--- src/rtl/reg_write_arbiter_if.sv ---
// Write-port bundle between two register-file writers, the arbiter and the 5x32 write decoder.
interface reg_write_arbiter_if;
    logic        hold;
    logic        req_a;
    logic [4:0]  addr_a;
    logic [31:0] data_a;
    logic        req_b;
    logic [4:0]  addr_b;
    logic [31:0] data_b;
    logic        gnt_a;
    logic        gnt_b;
    logic [4:0]  we_sel;
    logic [31:0] we_onehot;
    logic [31:0] wdata;
    logic        wvalid;
    logic        busy;

    modport master (
        output hold, req_a, addr_a, data_a, req_b, addr_b, data_b,
        input  gnt_a, gnt_b, we_sel, we_onehot, wdata, wvalid, busy
    );

    modport slave (
        input  hold, req_a, addr_a, data_a, req_b, addr_b, data_b,
        output gnt_a, gnt_b, we_sel, we_onehot, wdata, wvalid, busy
    );
endinterface

--- src/rtl/reg_write_arbiter.sv ---
// Round-robin arbiter for two register-file writers; registers the winner's address,
// data and one-hot write enable so one write can retire per cycle.
module reg_write_arbiter #(
    parameter bit R0_PROTECT = 1'b1
) (
    input  logic               clk,
    input  logic               rst_n,
    reg_write_arbiter_if.slave bus
);
    typedef enum logic [1:0] {
        IDLE  = 2'd0,
        WRITE = 2'd1,
        STALL = 2'd2
    } state_t;

    localparam logic LAST_A = 1'b0;
    localparam logic LAST_B = 1'b1;

    state_t      state_q, state_d;
    logic        last_q, last_d;
    logic        gnt_a_q, gnt_a_d;
    logic        gnt_b_q, gnt_b_d;
    logic        wvalid_q, wvalid_d;
    logic [4:0]  we_sel_q, we_sel_d;
    logic [31:0] we_onehot_q, we_onehot_d;
    logic [31:0] wdata_q, wdata_d;

    logic        any_req;
    logic        pick_b;
    logic        can_grant;
    logic [4:0]  win_addr;
    logic [31:0] win_data;

    always_ff @(posedge clk or negedge rst_n) begin
        if (!rst_n) begin
            state_q     <= IDLE;
            last_q      <= LAST_B;
            gnt_a_q     <= 1'b0;
            gnt_b_q     <= 1'b0;
            wvalid_q    <= 1'b0;
            we_sel_q    <= 5'd0;
            we_onehot_q <= 32'd0;
            wdata_q     <= 32'd0;
        end else begin
            state_q     <= state_d;
            last_q      <= last_d;
            gnt_a_q     <= gnt_a_d;
            gnt_b_q     <= gnt_b_d;
            wvalid_q    <= wvalid_d;
            we_sel_q    <= we_sel_d;
            we_onehot_q <= we_onehot_d;
            wdata_q     <= wdata_d;
        end
    end

    always_comb begin
        state_d     = state_q;
        last_d      = last_q;
        gnt_a_d     = 1'b0;
        gnt_b_d     = 1'b0;
        wvalid_d    = 1'b0;
        we_sel_d    = we_sel_q;
        we_onehot_d = 32'd0;
        wdata_d     = wdata_q;

        any_req   = bus.req_a | bus.req_b;
        // B wins only when it is alone, or on a tie when A was the previous winner.
        pick_b    = bus.req_b & (~bus.req_a | (last_q == LAST_A));
        win_addr  = pick_b ? bus.addr_b : bus.addr_a;
        win_data  = pick_b ? bus.data_b : bus.data_a;
        can_grant = (state_q != STALL) & ~bus.hold & any_req;

        case (state_q)
            IDLE, WRITE: begin
                if (bus.hold)
                    state_d = STALL;
                else if (any_req)
                    state_d = WRITE;
                else
                    state_d = IDLE;
            end
            STALL: begin
                if (!bus.hold)
                    state_d = IDLE;
            end
            default: state_d = IDLE;
        endcase

        if (can_grant) begin
            gnt_a_d  = ~pick_b;
            gnt_b_d  = pick_b;
            wvalid_d = 1'b1;
            last_d   = pick_b ? LAST_B : LAST_A;
            we_sel_d = win_addr;
            wdata_d  = win_data;
            // Register 0 is hardwired, so its write still handshakes but enables nothing.
            if (!(R0_PROTECT && (win_addr == 5'd0)))
                we_onehot_d = 32'd1 << win_addr;
        end
    end

    assign bus.gnt_a     = gnt_a_q;
    assign bus.gnt_b     = gnt_b_q;
    assign bus.wvalid    = wvalid_q;
    assign bus.we_sel    = we_sel_q;
    assign bus.we_onehot = we_onehot_q;
    assign bus.wdata     = wdata_q;
    assign bus.busy      = (bus.req_a & ~gnt_a_q) | (bus.req_b & ~gnt_b_q)
                         | (bus.hold & any_req);
endmodule
--- src/flat_wrapper.sv ---
// flat-port wrapper written by rule: the top's interface ports become plain ports
module reg_write_arbiter_flat 
#(
    parameter bit R0_PROTECT = 1'b1
)
  (clk, rst_n, bus_hold, bus_req_a, bus_addr_a, bus_data_a, bus_req_b, bus_addr_b, bus_data_b, bus_gnt_a, bus_gnt_b, bus_we_sel, bus_we_onehot, bus_wdata, bus_wvalid, bus_busy);
  reg_write_arbiter_if bus_i ();
  input  logic clk;
  input  logic rst_n;
  input wire logic [$bits(bus_i.hold)-1:0] bus_hold;
  input wire logic [$bits(bus_i.req_a)-1:0] bus_req_a;
  input wire logic [$bits(bus_i.addr_a)-1:0] bus_addr_a;
  input wire logic [$bits(bus_i.data_a)-1:0] bus_data_a;
  input wire logic [$bits(bus_i.req_b)-1:0] bus_req_b;
  input wire logic [$bits(bus_i.addr_b)-1:0] bus_addr_b;
  input wire logic [$bits(bus_i.data_b)-1:0] bus_data_b;
  output wire logic [$bits(bus_i.gnt_a)-1:0] bus_gnt_a;
  output wire logic [$bits(bus_i.gnt_b)-1:0] bus_gnt_b;
  output wire logic [$bits(bus_i.we_sel)-1:0] bus_we_sel;
  output wire logic [$bits(bus_i.we_onehot)-1:0] bus_we_onehot;
  output wire logic [$bits(bus_i.wdata)-1:0] bus_wdata;
  output wire logic [$bits(bus_i.wvalid)-1:0] bus_wvalid;
  output wire logic [$bits(bus_i.busy)-1:0] bus_busy;
  assign bus_i.hold = bus_hold;
  assign bus_i.req_a = bus_req_a;
  assign bus_i.addr_a = bus_addr_a;
  assign bus_i.data_a = bus_data_a;
  assign bus_i.req_b = bus_req_b;
  assign bus_i.addr_b = bus_addr_b;
  assign bus_i.data_b = bus_data_b;
  assign bus_gnt_a = bus_i.gnt_a;
  assign bus_gnt_b = bus_i.gnt_b;
  assign bus_we_sel = bus_i.we_sel;
  assign bus_we_onehot = bus_i.we_onehot;
  assign bus_wdata = bus_i.wdata;
  assign bus_wvalid = bus_i.wvalid;
  assign bus_busy = bus_i.busy;
  reg_write_arbiter #(.R0_PROTECT(R0_PROTECT)) u_core (.clk(clk), .rst_n(rst_n), .bus(bus_i));
endmodule
--- config.mk ---
export PLATFORM = sky130hd
export DESIGN_NAME = reg_write_arbiter_flat
export DESIGN_NICKNAME = d
export VERILOG_FILES = /design/src/rtl/reg_write_arbiter_if.sv /design/src/rtl/reg_write_arbiter.sv /design/src/flat_wrapper.sv
export SDC_FILE = /design/constraint.sdc
export NUM_CORES = 1
export LEC_CHECK = 0
export ABC_AREA = 1
export CORE_MARGIN = 5
export CORE_UTILIZATION = 29
export CTS_CLUSTER_SIZE = 24
export DETAILED_ROUTE_END_ITERATION = 12
export PLACE_DENSITY = 0.64
export SYNTH_ARGS = -nofsm -noshare
export SYNTH_HDL_FRONTEND = slang
export SYNTH_SLANG_ARGS = --single-unit
--- constraint.sdc ---
create_clock -name clk -period 1.6 [get_ports clk]
set_input_delay 0.24 -clock clk [delete_from_list [all_inputs] [get_ports clk]]
set_output_delay 0.24 -clock clk [all_outputs]
set_load 0.02 [all_outputs]
* After elaboration in Yosys (flattened, before gate mapping)
Cells that the tools add are included.
W data, S select, Z words.
** Storage, ports and cells
- Output and inout port bits :: 73
- Flip-flop bits (word level) :: 75
- Bits of input ports :: 79
- Logic and storage cells :: 44
** Cells by class
- Shifts and indexed selects :: 1
- Bitwise logic cells :: 16
- Reductions and logical operators :: 3
- Multiplexer cells :: 12
- Equality and inequality tests :: 4
** Operator list (count)
- $mux W32 :: 3
- $shl A1 B5 Y32 const A :: 1
- $and A1 B1 Y1 :: 6
- $not A1 Y1 :: 6
- $logic_not A5 Y1 :: 1
- $mux W1 :: 5
- $mux W5 :: 1
- $mux W2 :: 2
- $ne A2 B2 Y1 const B :: 2
- $or A1 B1 Y1 :: 4
- $pmux W2 S2 :: 1
- $eq A2 B1 Y1 const B :: 1
- $eq A2 B2 Y1 const B :: 1
- $logic_not A2 Y1 :: 1
- $reduce_or A2 Y1 :: 1

* Logic depth before layout (Yosys ltp)
- Depth in word-level cells :: 7
- Depth in mapped cells :: 9
- Mapped depth without buffers :: 8

* Worst setup path before layout
No wires, ideal clock.
- Path kind :: register to register
- From :: register u_core.last_q
- To :: register u_core.we_onehot_q[30], in the netlist u_core.bus.we_onehot[30]
- Required time :: 1527 ps
- Path buffers :: 2
- Cell stages (with the launch flop) :: 9
- Setup time :: 73 ps
- Period minus slack after synthesis :: 1366 ps
- Arrival time :: 1293 ps
- Setup slack :: 234 ps
- Cell sequence :: dfstp_2 nand2_2 nand2_4 buf_12 nand2_1 nand2_4 nand2_4 buf_6 nor2_1
** Between the ends
- Longest elaborated chain between the ends :: 7
- Elaborated cells on any way between the ends :: 8
- Classes of those cells :: shift: 1; mux: 3; bitwise: 3; reduce/logical: 1
** RTL lines
- start, declared :: line reg_write_arbiter.sv:20 : logic last_q, last_d;
- start signal, assigned :: line reg_write_arbiter.sv:46 : last_q <= last_d;
- $not A1 Y1 (*) :: line reg_write_arbiter.sv:68 : pick_b = bus.req_b & (~bus.req_a | (last_q == LAST_A));
- $or A1 B1 Y1 (*) :: line reg_write_arbiter.sv:68
- $and A1 B1 Y1 (*) :: line reg_write_arbiter.sv:68
- $mux W5 (*) :: line reg_write_arbiter.sv:69 : win_addr = pick_b ? bus.addr_b : bus.addr_a;
- $logic_not A5 Y1 / $shl A1 B5 Y32 (equally long branches) :: line reg_write_arbiter.sv:97, reg_write_arbiter.sv:98
- $mux W32 (*) :: line reg_write_arbiter.sv:97 : if (!(R0_PROTECT && (win_addr == 5'd0)))
- $mux W32 (*) :: line reg_write_arbiter.sv:89 : if (can_grant) begin
- net u_core.we_onehot_d[30] :: line reg_write_arbiter.sv:25 : logic [31:0] we_onehot_q, we_onehot_d;
- end signal, assigned :: line reg_write_arbiter.sv:51 : we_onehot_q <= we_onehot_d;
- end, declared :: line reg_write_arbiter.sv:25
The timed path passes the listed nets; every way through them passes the cells marked *.
A chain may end at the register's enable or synchronous reset.

* Final worst setup path
- From :: register u_core.wvalid_q, in the netlist u_core.bus.wvalid
- To :: output bus_wvalid
** RTL lines
- start, declared :: line reg_write_arbiter.sv:23 : logic wvalid_q, wvalid_d;
- start signal, assigned :: line reg_write_arbiter.sv:49 : wvalid_q <= wvalid_d;
- end, declared :: line flat_wrapper.sv:22 : output wire logic [$bits(bus_i.wvalid)-1:0] bus_wvalid;
No word-level cell between the ends.

==> impl_results.md <==
* CTS tree: built
* Reg2reg end: u_core.bus.we_onehot[11]
* Antenna Nets Post-Route at 0
* Delay-heaviest family, CP: buffers and inverters
* WP data arrival at 1320 ps
* Max IR drop VDD at 0.383 mV
* Crit path capture: bus_wvalid
* Max Cap Viol at 0
* Area leader, netlist: dfrtp_1
* Fillcell total at 1028
* I/O pins at 152
* Dpl hpwl at 6580 um
* Die span in x at 114 um
* Final setup viols at 0
* Worst Hold Class: input port to async pin
* Distinct cells, synth at 25
* Reg-to-reg slack, setup at 70 ps
* Post-Place Cells at 629
* GRT overflow at 0
* Commonest non-fill, non-tap cell in the layout: nand2_1
* Core Box Area at 10700 um^2
* Wirelength per Cell at 13.9 um
* Crit. Startpoint: u_core.bus.wvalid
* Vias per inst at 4.34
* Worst EP required at 1360 ps
* CTS root buffer: clkbuf_8
* Skew final at 8.35 ps
* Most frequent cells in the layout: 115 x nand2_1, 110 x clkdlybuf4s50_1, 74 x dfrtp_1
* Fin cells at 657
* Largest net degree at the start of global routing at 41
* Hold Vio Cnt, Final at 0
* Core Rows at 38
* Fin nets at 592
* Clk sinks at 75
* Largest cells by area after synthesis: dfrtp_1 59%, nand2_1 14%, nand3_1 6.9%
* Reg area at 1880 um^2
* Antenna Cells at 0
* Total number of vias at 2849
* Yosys reg bits at 75
* Vert. Die Dim at 114 um
* CP peak stage delay at 620 ps
* Initial antenna violation count at 0
* DRC at 0
* Crit path cell chain: clkdlybuf4s50_1
* Final period util at 0.974
* Multi-input gate area at 1150 um^2
* Critical path capture point type: primary output
* Final GP Congestion at 0.786
* Mapped Area at 3140 um^2
* Reg2Reg Depth at 10
* CTS buffer count at 9
* Syn Inst Count at 331
* Status: completed
* Maximum clock frequency at 641 MHz
* # H-tree levels at 3
* Slew Viols, Final at 0
* Initial core utilization at 0.293
* Layout cells sized above 1 at 0.161
* Area grow syn2layout at 74.6%
* Reg-to-reg startpoint: u_core.last_q
* # port buffers at 151
* Pleak at 2.86 nW
* Buf/Inv on CP at 1
* Synth top area share at 0.591
* Register area share after synthesis at 0.599
* TritonRoute pass-1 iters at 4
* Worst-path fanout max at 1
* Later-pin clock latency in the skew report at 350 ps
* Worst path depth at 1
* Critical path type: flop to primary output
* Drt initial violations at 42
* Final wirelength at 9120 um
* Crit start category: flop
* Final Core Density at 0.512
* Global-route usage over all layers at 0.135
* Tmin final at 1560 ps
* Power density over the cells at 1010 nW/um^2
* Slowest CP cell: clkdlybuf4s50_1
* Synth warnings at 0
* Global-route wire length before repair at 13900 um
* CTS Buffer Depth at 2
* Vias in the first global route at 2899
* Worst-path clk slew at 80 ps
* Syn nets at 410
* Avg Inst Size Synth at 9.47 um^2
* Die ar. at 13000 um^2
-- through the flow --
stage	setup TNS, ps	power (mW)	area [um^2]	hold WS (ps)	setup WS, ps
finish	0	5.55	5480	276	40.8
CTS	0	5.56	5160	264	2.45
floorplan	0	2.93	3140	-55.6	234
global route	-58.8	5.86	5480	291	-26.6
detailed placement	-15240	3.75	4910	99.2	-288
global placement	-12650	3.73	4910	97.5	-245
-- logic make-up after synthesis --
group                  Yosys count  share of synthesized area
AND/OR/NAND/NOR                223                      0.331
flip-flops                      75                      0.599
buffers and inverters           25                     0.0567
AO/OA/AOI/OAI                    7                     0.0124
other                            1                    0.00120
-- routing by layer --
metal / vias to the layer above / wire (um) / part of all wire / global-route usage
li1: 1411 / - / - / -
met5: - / 0 / 0 / 0
met2: 109 / 4610 / 0.51 / 0.231
met3: 10 / 880 / 0.096 / 0.0562
met4: 0 / 124 / 0.014 / 0.0428
met1: 1319 / 3510 / 0.38 / 0.153
-- how the worst min path moves through the flow --
stage | endpoint | startpoint | slack (ps)
after floorplan | u_core.bus.gnt_a | rst_n | -60
after detailed placement | u_core.bus.we_onehot[21] | rst_n | 100
after global placement | u_core.bus.we_onehot[17] | rst_n | 100
after CTS | u_core.bus.we_sel[4] | rst_n | 260
after global routing | u_core.bus.we_sel[4] | rst_n | 290
final | u_core.bus.we_sel[4] | rst_n | 280
-- area by class of cell --
cell class / instances / share of cell area
tap: 140 / 0.0320
inverter: 11 / 0.00914
sequential: 75 / 0.343
clock inverter: 4 / 0.0178
clock buffer: 11 / 0.0277
multi-input combinational: 231 / 0.209
timing repair buffer: 185 / 0.361
-- cells in the mapped netlist --
master,count
inv_4,2
nand2_1,117
nor2_2,3
nand3b_1,3
inv_2,2
nand2_4,5
buf_4,3
inv_1,6
o21ai_0,5
dfrtp_1,74
nor2_4,3
a21oi_1,1
o221ai_1,1
clkinv_2,1
nor2_1,32
nand4_1,8
buf_12,1
buf_2,4
nand2_2,7
buf_6,6
conb_1,1
nor2_8,1
nand3_1,43
nand3_4,1
dfstp_2,1
-- flip-flops by register name, summed over array words and instances (netlist names) --
name,count
u_core.bus.gnt_b,1
u_core.state_q,2
u_core.last_q,1
u_core.bus.wdata,32
u_core.bus.gnt_a,1
u_core.bus.wvalid,1
u_core.bus.we_sel,5
u_core.bus.we_onehot,32
-- where the power goes --
part	total (mW)	switching, mW	internal (mW)
Sequential	2.22	0.110	2.11
Combinational	1.52	0.781	0.744
Clock	1.81	0.697	1.11
-- what timing repair did --
action                                 in CTS  in global routing
setup endpoints to repair                   5                 97
gates cloned                                0                  2
endpoints found under the hold margin      51                  0
resized for setup                           5                 60
hold buffers                                1                  0
setup buffers                               0                 10
pin swaps                                   0                 11
No activity file was read; power rests on OpenSTA's default activity.
